$ cat config.mk
export PLATFORM = sky130hd
export DESIGN_NAME = csi_rx_dat_deskew
export DESIGN_NICKNAME = d
export VERILOG_FILES = /design/src/rtl/csi_rx_dat_deskew_pkg.sv /design/src/rtl/csi_rx_tap_window.sv /design/src/rtl/csi_rx_dat_deskew.sv
export SDC_FILE = /design/constraint.sdc
export NUM_CORES = 1
export LEC_CHECK = 0
export BUFFER_PORTS_ARGS = -buffer_cell sky130_fd_sc_hd__buf_2
export CAP_MARGIN = 0
export CELL_PAD_IN_SITES_DETAIL_PLACEMENT = 0
export CELL_PAD_IN_SITES_GLOBAL_PLACEMENT = 1
export CORE_UTILIZATION = 42
export DETAILED_ROUTE_END_ITERATION = 10
export PLACE_DENSITY = 0.88
export SYNTH_ARGS = -nofsm -noshare
export SYNTH_HDL_FRONTEND = slang
export SYNTH_SLANG_ARGS = --single-unit
export TNS_END_PERCENT = 30
$ cat constraint.sdc
create_clock -name byte_clock -period 3.9 [get_ports byte_clock]
set_input_delay 0.585 -clock byte_clock [delete_from_list [all_inputs] [get_ports byte_clock]]
set_output_delay 0.585 -clock byte_clock [all_outputs]
set_load 0.05 [all_outputs]
$ cat src/rtl/csi_rx_dat_deskew_pkg.sv
// ---------------------------------------------------------------------------
// csi_rx_dat_deskew_pkg
// Shared constants, the deskew FSM state type and the sync-byte hit detector
// used by the CSI-2 RX data-lane tap calibrator.
// ---------------------------------------------------------------------------
package csi_rx_dat_deskew_pkg;

  localparam logic [7:0] DPHY_SYNC_BYTE = 8'hB8;
  localparam int         DPHY_TAP_BITS  = 5;

  typedef enum logic [2:0] {
    IDLE    = 3'd0,
    LOAD    = 3'd1,
    SETTLE  = 3'd2,
    MEASURE = 3'd3,
    EVAL    = 3'd4,
    FINISH  = 3'd5
  } deskew_state_t;

  // True when the sync byte appears at any bit alignment whose first bit
  // lies in the older byte (offsets 0..7 of the 16-bit window).
  function automatic logic sync_hit(input logic [7:0] prev_byte,
                                    input logic [7:0] cur_byte);
    logic [15:0] window;
    logic        hit;
    window = {prev_byte, cur_byte};
    hit    = 1'b0;
    for (int k = 0; k < 8; k++) begin
      if (window[15-k -: 8] == DPHY_SYNC_BYTE) begin
        hit = 1'b1;
      end
    end
    return hit;
  endfunction

endpackage

$ cat src/rtl/csi_rx_tap_window.sv
// ---------------------------------------------------------------------------
// csi_rx_tap_window
// Per-lane part of the deskew calibrator: sync-byte hit detector, saturating
// hit counter, longest-good-run tracker and window centre computation.
//
// Ports:
//   byte_clock  in   byte clock
//   reset       in   synchronous active-high reset
//   sweep_clear in   clears run/best tracking at the start of a sweep
//   load        in   LOAD cycle: clears prev_byte and the hit counter
//   measure     in   MEASURE cycle: hits are counted
//   eval        in   EVAL cycle: tap verdict folded into the tracker
//   finish      in   FINISH cycle: any open run is closed
//   tap         in   tap currently being evaluated
//   data        in   deserialised byte of this lane
//   found       out  a good window exists (open run included)
//   centre      out  centre tap of the best window (open run included)
// ---------------------------------------------------------------------------
module csi_rx_tap_window
  import csi_rx_dat_deskew_pkg::*;
#(
  parameter int TAP_BITS     = 5,
  parameter int DWELL_CYCLES = 64,
  parameter int HIT_MIN      = 4
) (
  input  logic                byte_clock,
  input  logic                reset,
  input  logic                sweep_clear,
  input  logic                load,
  input  logic                measure,
  input  logic                eval,
  input  logic                finish,
  input  logic [TAP_BITS-1:0] tap,
  input  logic [7:0]          data,
  output logic                found,
  output logic [TAP_BITS-1:0] centre
);

  localparam int CNT_W = $clog2(DWELL_CYCLES + 1);
  localparam int LEN_W = TAP_BITS + 1;
  localparam logic [CNT_W-1:0] CNT_MAX = CNT_W'(DWELL_CYCLES);
  localparam logic [CNT_W-1:0] HIT_THR = CNT_W'(HIT_MIN);

  logic [7:0]          prev_byte;
  logic [CNT_W-1:0]    hit_count;
  logic [TAP_BITS-1:0] run_start;
  logic [LEN_W-1:0]    run_len;
  logic [TAP_BITS-1:0] best_start;
  logic [LEN_W-1:0]    best_len;

  logic                hit;
  logic                good;
  logic                run_wins;
  logic [TAP_BITS-1:0] final_start;
  logic [LEN_W-1:0]    final_len;
  logic [TAP_BITS-1:0] half_len;

  // Hit/verdict decode and the best window as it would be with the open run closed now.
  always_comb begin
    hit      = sync_hit(prev_byte, data);
    good     = (hit_count >= HIT_THR);
    // Strictly longer only, so the earliest of equal runs is kept.
    run_wins = (run_len > best_len);
    if (run_wins) begin
      final_start = run_start;
      final_len   = run_len;
    end else begin
      final_start = best_start;
      final_len   = best_len;
    end
    found    = (final_len != LEN_W'(0));
    half_len = TAP_BITS'((final_len - LEN_W'(1)) >> 1);
    centre   = final_start + half_len;
  end

  // Byte history, hit counting and run/best tracking.
  always_ff @(posedge byte_clock) begin
    if (reset) begin
      prev_byte  <= 8'h00;
      hit_count  <= CNT_W'(0);
      run_start  <= TAP_BITS'(0);
      run_len    <= LEN_W'(0);
      best_start <= TAP_BITS'(0);
      best_len   <= LEN_W'(0);
    end else begin
      prev_byte <= load ? 8'h00 : data;

      if (load) begin
        hit_count <= CNT_W'(0);
      end else if (measure && hit && (hit_count != CNT_MAX)) begin
        hit_count <= hit_count + CNT_W'(1);
      end

      if (sweep_clear) begin
        run_start  <= TAP_BITS'(0);
        run_len    <= LEN_W'(0);
        best_start <= TAP_BITS'(0);
        best_len   <= LEN_W'(0);
      end else if (eval && good) begin
        if (run_len == LEN_W'(0)) begin
          run_start <= tap;
        end
        run_len <= run_len + LEN_W'(1);
      end else if (eval || finish) begin
        // A bad tap or the end of the sweep closes the current run.
        if (run_wins) begin
          best_start <= run_start;
          best_len   <= run_len;
        end
        run_len <= LEN_W'(0);
      end
    end
  end

endmodule

$ cat src/rtl/csi_rx_dat_deskew.sv
// ---------------------------------------------------------------------------
// csi_rx_dat_deskew
// Run-time IDELAY tap calibrator for 1..4 CSI-2 RX data lanes. On start it
// sweeps one shared tap over all lanes, counts sync-byte hits per lane at
// each tap, then drives every lane with the centre of its longest good run.
//
// Ports:
//   byte_clock  in   byte clock, all registers on its rising edge
//   reset       in   synchronous active-high reset
//   start       in   one-cycle pulse that starts a sweep (ignored while busy)
//   deser_in    in   deserialised bytes, lane n in [8n+7:8n]
//   delay_out   out  tap for each lane, lane n in [TAP_BITS*n +: TAP_BITS]
//   busy        out  sweep in progress
//   done        out  one-cycle pulse when a sweep completes
//   locked      out  per lane: good window found in the last sweep
//   fail        out  per lane: no good tap in the last sweep
// ---------------------------------------------------------------------------
module csi_rx_dat_deskew
  import csi_rx_dat_deskew_pkg::*;
#(
  parameter int NUM_LANES     = 2,
  parameter int TAP_BITS      = DPHY_TAP_BITS,
  parameter int DEFAULT_DELAY = 3,
  parameter int SETTLE_CYCLES = 8,
  parameter int DWELL_CYCLES  = 64,
  parameter int HIT_MIN       = 4
) (
  input  logic                          byte_clock,
  input  logic                          reset,
  input  logic                          start,
  input  logic [8*NUM_LANES-1:0]        deser_in,
  output logic [TAP_BITS*NUM_LANES-1:0] delay_out,
  output logic                          busy,
  output logic                          done,
  output logic [NUM_LANES-1:0]          locked,
  output logic [NUM_LANES-1:0]          fail
);

  localparam int CYC_MAX = (SETTLE_CYCLES > DWELL_CYCLES) ? SETTLE_CYCLES : DWELL_CYCLES;
  localparam int CYC_W   = $clog2(CYC_MAX + 1);
  localparam logic [TAP_BITS-1:0] TAP_MAX     = {TAP_BITS{1'b1}};
  localparam logic [TAP_BITS-1:0] DEFAULT_TAP = TAP_BITS'(DEFAULT_DELAY);
  localparam logic [CYC_W-1:0]    SETTLE_LAST = CYC_W'(SETTLE_CYCLES - 1);
  localparam logic [CYC_W-1:0]    DWELL_LAST  = CYC_W'(DWELL_CYCLES - 1);

  deskew_state_t       state;
  logic [TAP_BITS-1:0] tap;
  logic [TAP_BITS-1:0] tap_next;
  logic [CYC_W-1:0]    cyc;

  logic                sweep_clear;
  logic                load;
  logic                measure;
  logic                eval;
  logic                finish;
  logic [NUM_LANES-1:0] lane_found;
  logic [TAP_BITS-1:0]  lane_centre [NUM_LANES];

  // Per-lane tracker strobes decoded from the registered state.
  always_comb begin
    sweep_clear = (state == IDLE) && start;
    load        = (state == LOAD);
    measure     = (state == MEASURE);
    eval        = (state == EVAL);
    finish      = (state == FINISH);
    tap_next    = tap + TAP_BITS'(1);
  end

  // Shared sweep FSM with tap and cycle counters; all outputs registered here.
  always_ff @(posedge byte_clock) begin
    if (reset) begin
      state     <= IDLE;
      tap       <= TAP_BITS'(0);
      cyc       <= CYC_W'(0);
      busy      <= 1'b0;
      done      <= 1'b0;
      locked    <= {NUM_LANES{1'b0}};
      fail      <= {NUM_LANES{1'b0}};
      delay_out <= {NUM_LANES{DEFAULT_TAP}};
    end else begin
      done <= 1'b0;
      case (state)
        IDLE: begin
          if (start) begin
            tap       <= TAP_BITS'(0);
            delay_out <= {NUM_LANES{TAP_BITS'(0)}};
            busy      <= 1'b1;
            state     <= LOAD;
          end
        end
        LOAD: begin
          cyc   <= CYC_W'(0);
          state <= SETTLE;
        end
        SETTLE: begin
          if (cyc == SETTLE_LAST) begin
            cyc   <= CYC_W'(0);
            state <= MEASURE;
          end else begin
            cyc <= cyc + CYC_W'(1);
          end
        end
        MEASURE: begin
          if (cyc == DWELL_LAST) begin
            cyc   <= CYC_W'(0);
            state <= EVAL;
          end else begin
            cyc <= cyc + CYC_W'(1);
          end
        end
        EVAL: begin
          // done is raised on entry so it is high during the FINISH cycle.
          if (tap == TAP_MAX) begin
            done  <= 1'b1;
            busy  <= 1'b0;
            state <= FINISH;
          end else begin
            tap       <= tap_next;
            delay_out <= {NUM_LANES{tap_next}};
            state     <= LOAD;
          end
        end
        FINISH: begin
          for (int n = 0; n < NUM_LANES; n++) begin
            if (lane_found[n]) begin
              delay_out[n*TAP_BITS +: TAP_BITS] <= lane_centre[n];
              locked[n] <= 1'b1;
              fail[n]   <= 1'b0;
            end else begin
              delay_out[n*TAP_BITS +: TAP_BITS] <= DEFAULT_TAP;
              locked[n] <= 1'b0;
              fail[n]   <= 1'b1;
            end
          end
          state <= IDLE;
        end
        default: begin
          state <= IDLE;
        end
      endcase
    end
  end

  for (genvar n = 0; n < NUM_LANES; n++) begin : g_lane
    csi_rx_tap_window #(
      .TAP_BITS     (TAP_BITS),
      .DWELL_CYCLES (DWELL_CYCLES),
      .HIT_MIN      (HIT_MIN)
    ) u_window (
      .byte_clock  (byte_clock),
      .reset       (reset),
      .sweep_clear (sweep_clear),
      .load        (load),
      .measure     (measure),
      .eval        (eval),
      .finish      (finish),
      .tap         (tap),
      .data        (deser_in[8*n +: 8]),
      .found       (lane_found[n]),
      .centre      (lane_centre[n])
    );
  end

endmodule

Word level (Yosys, flattened, before mapping)
Cells that the tools add are included.

storage, ports and cells
  register bits = 105
  latch bits = 0
  bits in writable memories = 0
  memory bits (read-only) = 0
  bits of input ports = 19
  output and inout port bits = 16
  word-level logic and storage cells = 144
  memories = 0

cells by class
  $add $sub $neg = 10
  $mul = 0
  div/mod/pow operators = 0
  magnitude comparators = 4
  equal/unequal tests = 31
  shift-type cells = 0
  mux-type cells = 47
  bitwise logic cells = 3
  reductions and logical operators = 29

operators with widths
  kind                                                                                  number
  8-bit equality test (second input constant)                                           16
  5-bit two-way mux                                                                     6
  6-bit two-way mux                                                                     5
  10-bit one-hot mux with 3 select lines                                                1
  1-bit two-way mux                                                                     23
  7-bit by 1-bit adder with 7-bit output (second input constant)                        3
  7-bit one-hot mux with 3 select lines                                                 1
  10-bit two-way mux                                                                    2
  3-bit one-hot mux with 5 select lines                                                 1
  7-bit by 3-bit greater-or-equal comparator with 1-bit output (second input constant)  2
  7-bit two-way mux                                                                     2
  7-bit inequality test (second input constant)                                         2
  6-bit by 1-bit adder with 6-bit output (second input constant)                        2
  6-bit > comparator                                                                    2
  6-bit logical NOT                                                                     2
  3-bit two-way mux                                                                     4
  3-bit AND reduction                                                                   4
  6-bit nonzero test                                                                    2
  6-bit by 1-bit subtractor with 6-bit output (second input constant)                   2
  5-bit adder                                                                           2
  2-bit inequality test (second input constant)                                         5
  5-bit one-hot mux with 2 select lines                                                 1
  2-bit AND reduction                                                                   4
  7-bit by 3-bit equality test with 1-bit output (second input constant)                1
  other kinds (14)                                                                      29

Longest topological paths before layout
  depth after elaboration = 11
  depth in mapped cells = 19
  mapped depth without buffers = 18

Hierarchy
Synthesis repeated with hierarchy kept, for this count alone.

unflattened totals
  cells, all modules = 682
  area, all modules = 5935.7 sq um

modules (own cells, without submodules)
  module                                   times used  cells an instance  area an instance (sq um)  seq. area each (sq um)
  csi_rx_tap_window at g_lane[0].u_window  1           251                2223.4                    740.7
  csi_rx_tap_window at g_lane[1].u_window  1           250                2210.9                    740.7
  csi_rx_dat_deskew                        1           181                1501.4                    620.6

Worst setup path after synthesis
OpenSTA, ideal clock, no wires.

  path kind = register to register
  from = reg g_lane[0].u_window.best_len[3]
  to = reg delay_out[4]
  library setup time = 0.132 ns
  arrival = 3.619 ns
  data required time = 3.768 ns
  path slack = 0.148 ns
  cell stages (with the launch flop) = 18
  path buffers = 1
  clock period less this slack = 3.752 ns
  cells stage by stage = dfxtp_1 inv_1 ha_1 a31o_2 o311ai_1 a21oi_2 buf_2 mux2i_1 ha_1 xnor2_1 inv_1 fa_1 inv_1 a21o_1 a21oi_1 xnor2_1 nor4b_1 or3b_2

on the way
  cells in the longest elaborated chain, start to end = 6
  elaborated cells on any way between the ends = 8
  classes of those cells = add/sub: 2; order compare: 1; mux: 4; reduce/logical: 1

RTL lines
  what                                         RTL line                  text
  start, declared                              csi_rx_tap_window.sv:49   logic [LEN_W-1:0] best_len;
  start signal, assigned                       csi_rx_tap_window.sv:108  best_len <= run_len;
  6-bit > comparator                           csi_rx_tap_window.sv:63   run_wins = (run_len > best_len);
  6-bit two-way mux                            csi_rx_tap_window.sv:64   if (run_wins) begin
  6-bit by 1-bit subtractor with 6-bit output  csi_rx_tap_window.sv:72   half_len = TAP_BITS'((final_len - LEN_W'(1)) >> 1);
  5-bit adder                                  csi_rx_tap_window.sv:73   centre = final_start + half_len;
  5-bit two-way mux (*)                        csi_rx_dat_deskew.sv:125  if (lane_found[n]) begin
  10-bit one-hot mux with 3 select lines (*)   csi_rx_dat_deskew.sv:82   case (state)
  end signal, assigned                         csi_rx_dat_deskew.sv:79   delay_out <= {NUM_LANES{DEFAULT_TAP}};
  end signal, assigned                         csi_rx_dat_deskew.sv:86   delay_out <= {NUM_LANES{TAP_BITS'(0)}};
  end signal, assigned by index                csi_rx_dat_deskew.sv:126  delay_out[n*TAP_BITS +: TAP_BITS] <= lane_centre[n];
  end, declared                                csi_rx_dat_deskew.sv:32   output logic [TAP_BITS*NUM_LANES-1:0] delay_out,

Every way passes the cells marked *; elsewhere a longest branch is shown, timed or not.
A chain may end at the register's enable or synchronous reset.

Worst setup path in the final report
  from = reg g_lane[0].u_window.best_len[1]
  to = reg delay_out[4]

on the way
  elaborated cells on any way between the ends = 8
  classes of those cells = add/sub: 2; order compare: 1; mux: 4; reduce/logical: 1

RTL lines
  what                                    RTL line                  text
  6-bit > comparator                      csi_rx_tap_window.sv:63
  5-bit two-way mux                       csi_rx_tap_window.sv:64
  via g_lane[0].u_window.final_start[0]   csi_rx_tap_window.sv:54   logic [TAP_BITS-1:0] final_start;
  5-bit adder                             csi_rx_tap_window.sv:73
  5-bit two-way mux                       csi_rx_dat_deskew.sv:125
  10-bit one-hot mux with 3 select lines  csi_rx_dat_deskew.sv:82

The timed path passes the listed nets, and every way through them passes these cells.

==> results.txt <==
- Top cells by area, synth: sky130_fd_sc_hd__dfxtp_1 37%, sky130_fd_sc_hd__ha_1 7.5%, sky130_fd_sc_hd__nor2_1 6.4%
- Along the worst hold path, the cell count comes to 2.
* Synthesized instance count: around 680
- The count of nets left with antenna violations once routing finished came out at 0.
- P&R area growth vs syn: 14.26%
* Hpwl dp: 9501 um
* Critical Path Source Type: flop
- DRT Pass-1 Iters: 4
- Number of enable-type register cells in the synthesized netlist: 0
- Cell Count, Final, Fillers Out: approximately 900
- Aggregate global-route resource usage: 0.1904
- Counting along the longest clock path gives a buffer depth of 2.
* Die Width: around 120 um
- Of the cells placed in the final design, the portion with a size suffix greater than 1 is 0.1572.
- The share of synthesized area in the top cell type comes to 0.3685.
- The complex-gate fraction of the synthesized area came to 0.1327.
- Of all cell types, the one taking the most synthesized area is sky130_fd_sc_hd__dfxtp_1.
* Final period util: 0.9558
* Nets in the synthesized netlist: ~730
- Startpoint of the tightest hold check path: deser_in[8]
* Post-synth design cell area: 5704 um^2
- Clk_lat worst skew: about 0.35 ns
- Outcome: complete, no violations
* Slew at the pin closest to its max-slew limit: roughly 1.1 ns
* Endpoint type of the worst setup path: flop
* Count of synthesis-stage warnings from yosys: 0
- The worst hold path terminates at g_lane[1].u_window.prev_byte[0]$_SDFF_PP0_.
* Routability congestion estimate from global placement: just over 0.9
- Measured against its own limit, the worst slew margin works out to 0.2806.
- Arrival time of the worst setup path: 3.95 ns
- Area post-placement: about 6000 um^2
- TritonCTS buffer count: 9
* Required time of the critical path: about 4.1 ns
- Antenna violations before repair: 0
- Total of buffers placed on input and output ports: 34
* Worst-case vdd ir drop: approximately 0.23 mV
- Measured on the finished design, the core utilization comes to 0.4922.
* Main flop type after synthesis: sky130_fd_sc_hd__dfxtp_1
- Of the synthesized area, sequential elements account for 0.3685.
- On the critical path, the stage with the largest delay is an instance of sky130_fd_sc_hd__or3b_2.
- Max-slew violations: 0
- Including well taps, the total number of placed cells is between 800 and 900.
- The routed design could run at a clock period as short as approximately 3.7 ns.
- Die Span Y: approximately 120 um
- Fraction of the mapped netlist area in adder cells: 0.08160
- Of the total synthesized cell area, the portion taken by AND, OR, NAND and NOR gates is 0.2494.
- The repair_antennas step left the layout with diodes totalling 0.
- Based on the critical path, the design can be clocked at up to about 270 MHz.
- The routed design has around 13000 um of wire.
* Worst min-delay path category: primary input to flop
- Global-route wire length before repair: 21620 um
* DR DRC count: 0
- Setup violations remaining at the end of the flow were counted as 0.
* CP cell instances: inv_1 -> ha_1 -> nor2b_4 -> o311ai_2 -> a21oi_2 -> buf_4 -> buf_6 -> mux2_2 -> ha_1 -> inv_1 -> fa_2 -> inv_1 -> a21o_1 -> a21oi_1 -> xnor2_1 -> nor4b_1 -> or3b_2
- The startpoint identified for the worst register-to-register timing path is g_lane[0].u_window.best_len[1]$_SDFFE_PP0P_.
* Number of placed I/O pins: 35
- Of all flip-flops after synthesis, the portion carrying an async set or reset was 0.
- Pre-CTS WS: about 0.023 ns
- The worst register-to-register path has a depth of 17.
- Setup TNS after final layout: 0 ns
- In this design, the stage delay of the slowest critical-path cell is around 0.47 ns.
- The worst register-to-register path ends at delay_out[4]$_SDFFE_PP0P_.
- Pin count of the biggest net entering global routing: 39
* Number of design-rule violations left by the first detailed-router iteration: between 200 and 250
- Crit-path most repeated cell: sky130_fd_sc_hd__inv_1
* Total of flip-flops plus latches after synthesis: ~110
- Total non-filler cell area in the finished layout: 6518 um^2
- After synthesis, the most frequently instantiated cells are 105 x sky130_fd_sc_hd__dfxtp_1, 97 x sky130_fd_sc_hd__nor2_1, 50 x sky130_fd_sc_hd__nand2_1.
* Number of different library cells in the post-synthesis netlist: 56
* Multiplexer share of the synthesized area: 0.06295
* Number of max-capacitance violations reported: 0
- Largest fanout on the critical path: 11
* Synth Area per Inst: ~8.4 um^2
* Worst setup path class: flop to flop
* Worst setup slack for register-to-register paths: 0.17 ns
* Area of the core: between 10000 and 15000 um^2
- After detailed routing, the average wire length per cell comes to roughly 15 um.
- By area, the combinational part of the netlist is dominated by simple AND/OR/NAND/NOR gates.
- Of the total synthesized cell area, the portion taken by XOR and XNOR cells is 0.05988.
- CTS H-tree depth: 3
- Cell leakage power: ~2.6 nW
- CTS sink count: 105
* DIE AREA: approximately 14000 um^2
- The cell sitting at the root of the clock tree is a sky130_fd_sc_hd__clkbuf_16.
* Count of endpoints failing hold in the final timing report: 0
- Setup slack after layout: roughly 0.17 ns
- Initial standard-cell utilization of the core: 0.4307
- Summing internal, switching and leakage power gives 2.231 mW.
- Row generation in the floorplan step produced 42 rows.
* Most frequent cell after synthesis: sky130_fd_sc_hd__dfxtp_1
* NumNets Final: 769
- Worst hold slack across all endpoints: 0.4296 ns
- Power per cell area: roughly 340 nW/um^2
- The number of global-route vias before repair came to between 4000 and 5000.
- Clock-pin slew was measured on the worst setup and hold paths at 0.07 ns.
- Routed vias: 4790
* Residual overflow from global routing: 0
* Vias per cell: ~5.4
* TritonCTS clock tree: done
* Clock skew: 0.009449 ns
sequential cells by signal, summed over array words and instances (netlist names):
name,count
tap,5
state,3
g_lane.u_window.hit_count,14
cyc,7
g_lane.u_window.run_len,12
g_lane.u_window.prev_byte,16
busy,1
fail,2
locked,2
g_lane.u_window.run_start,10
g_lane.u_window.best_start,10
delay_out,10
g_lane.u_window.best_len,12
done,1
final cells by class:
class | count | area [um^2]
tap | 176 | 220.2
inverter | 35 | 131.4
fill | 1286 | 6725
clock inverter | 3 | 46.29
multi-input combinational | 508 | 3421
sequential | 105 | 2107
clock buffer | 13 | 260.3
timing repair buffer | 55 | 331.6
worst max-delay path: cells and delay by family, from the launching register on:
kind            cells  cell delay (ns)
fa+ha+maj           3             0.77
simple gates        3             0.71
flops               1             0.33
mux                 1             0.35
buf+inv             5             0.52
compound gates      4             0.75
xor+xnor            1             0.16
cells in the final DEF, fill, tap and decap left out, types with 18 or more instances in the layout:
cell	instances
sky130_fd_sc_hd__dfxtp_1	101
sky130_fd_sc_hd__nor2_1	97
sky130_fd_sc_hd__nand2_1	50
sky130_fd_sc_hd__a21oi_1	46
sky130_fd_sc_hd__buf_2	34
sky130_fd_sc_hd__inv_1	33
sky130_fd_sc_hd__ha_1	30
sky130_fd_sc_hd__mux2i_1	27
sky130_fd_sc_hd__xnor2_1	23
sky130_fd_sc_hd__o21ai_0	20
sky130_fd_sc_hd__buf_4	20
sky130_fd_sc_hd__and2_1	19
sky130_fd_sc_hd__nand3_1	18
per-layer routing:
layer  global-route usage  up-vias  wire length (um)  share of wire
met1               0.2339     2244              5816           0.44
met5                    0        -                 0              0
met3              0.03282       34               407          0.031
met2               0.3198       87              6473           0.49
met4              0.09573        0               389          0.030
li1                     -     2425                 -              -
power breakdown:
part	leakage (nW)	switching [mW]	total, mW	internal (mW)
clock	0.146	0.398	0.934	0.536
combinational	1.57	0.118	0.181	0.0625
sequential	0.854	0.0213	1.12	1.09
how the worst max path moves through the flow:
stage                                                      startpoint                         to  slack, ns
final                     g_lane[0].u_window.best_len[1]$_SDFFE_PP0P_  delay_out[4]$_SDFFE_PP0P_       0.17
after CTS                 g_lane[0].u_window.best_len[3]$_SDFFE_PP0P_  delay_out[4]$_SDFFE_PP0P_       0.06
after detailed placement  g_lane[0].u_window.best_len[3]$_SDFFE_PP0P_  delay_out[4]$_SDFFE_PP0P_       0.02
after global routing      g_lane[0].u_window.best_len[1]$_SDFFE_PP0P_  delay_out[4]$_SDFFE_PP0P_      -0.04
after floorplan           g_lane[0].u_window.best_len[3]$_SDFFE_PP0P_  delay_out[4]$_SDFFE_PP0P_       0.15
after global placement    g_lane[0].u_window.best_len[3]$_SDFFE_PP0P_  delay_out[4]$_SDFFE_PP0P_       0.22
timing repair:
item / CTS / global route
endpoints found under the setup margin: 1 / 2
pin swaps: 1 / 6
hold buffers: 0 / 0
buffers inserted: 2 / 6
resized for setup: 0 / 17
kinds of logic after synthesis:
group                      Yosys count
AOI/OAI and AO/OA                  119
buffers and inverters               66
DFF                                105
xor gates and xnor gates            39
and+or+nand+nor                    279
muxes                               35
adders and majority gates           36
No activity file was read; power rests on OpenSTA's default activity.
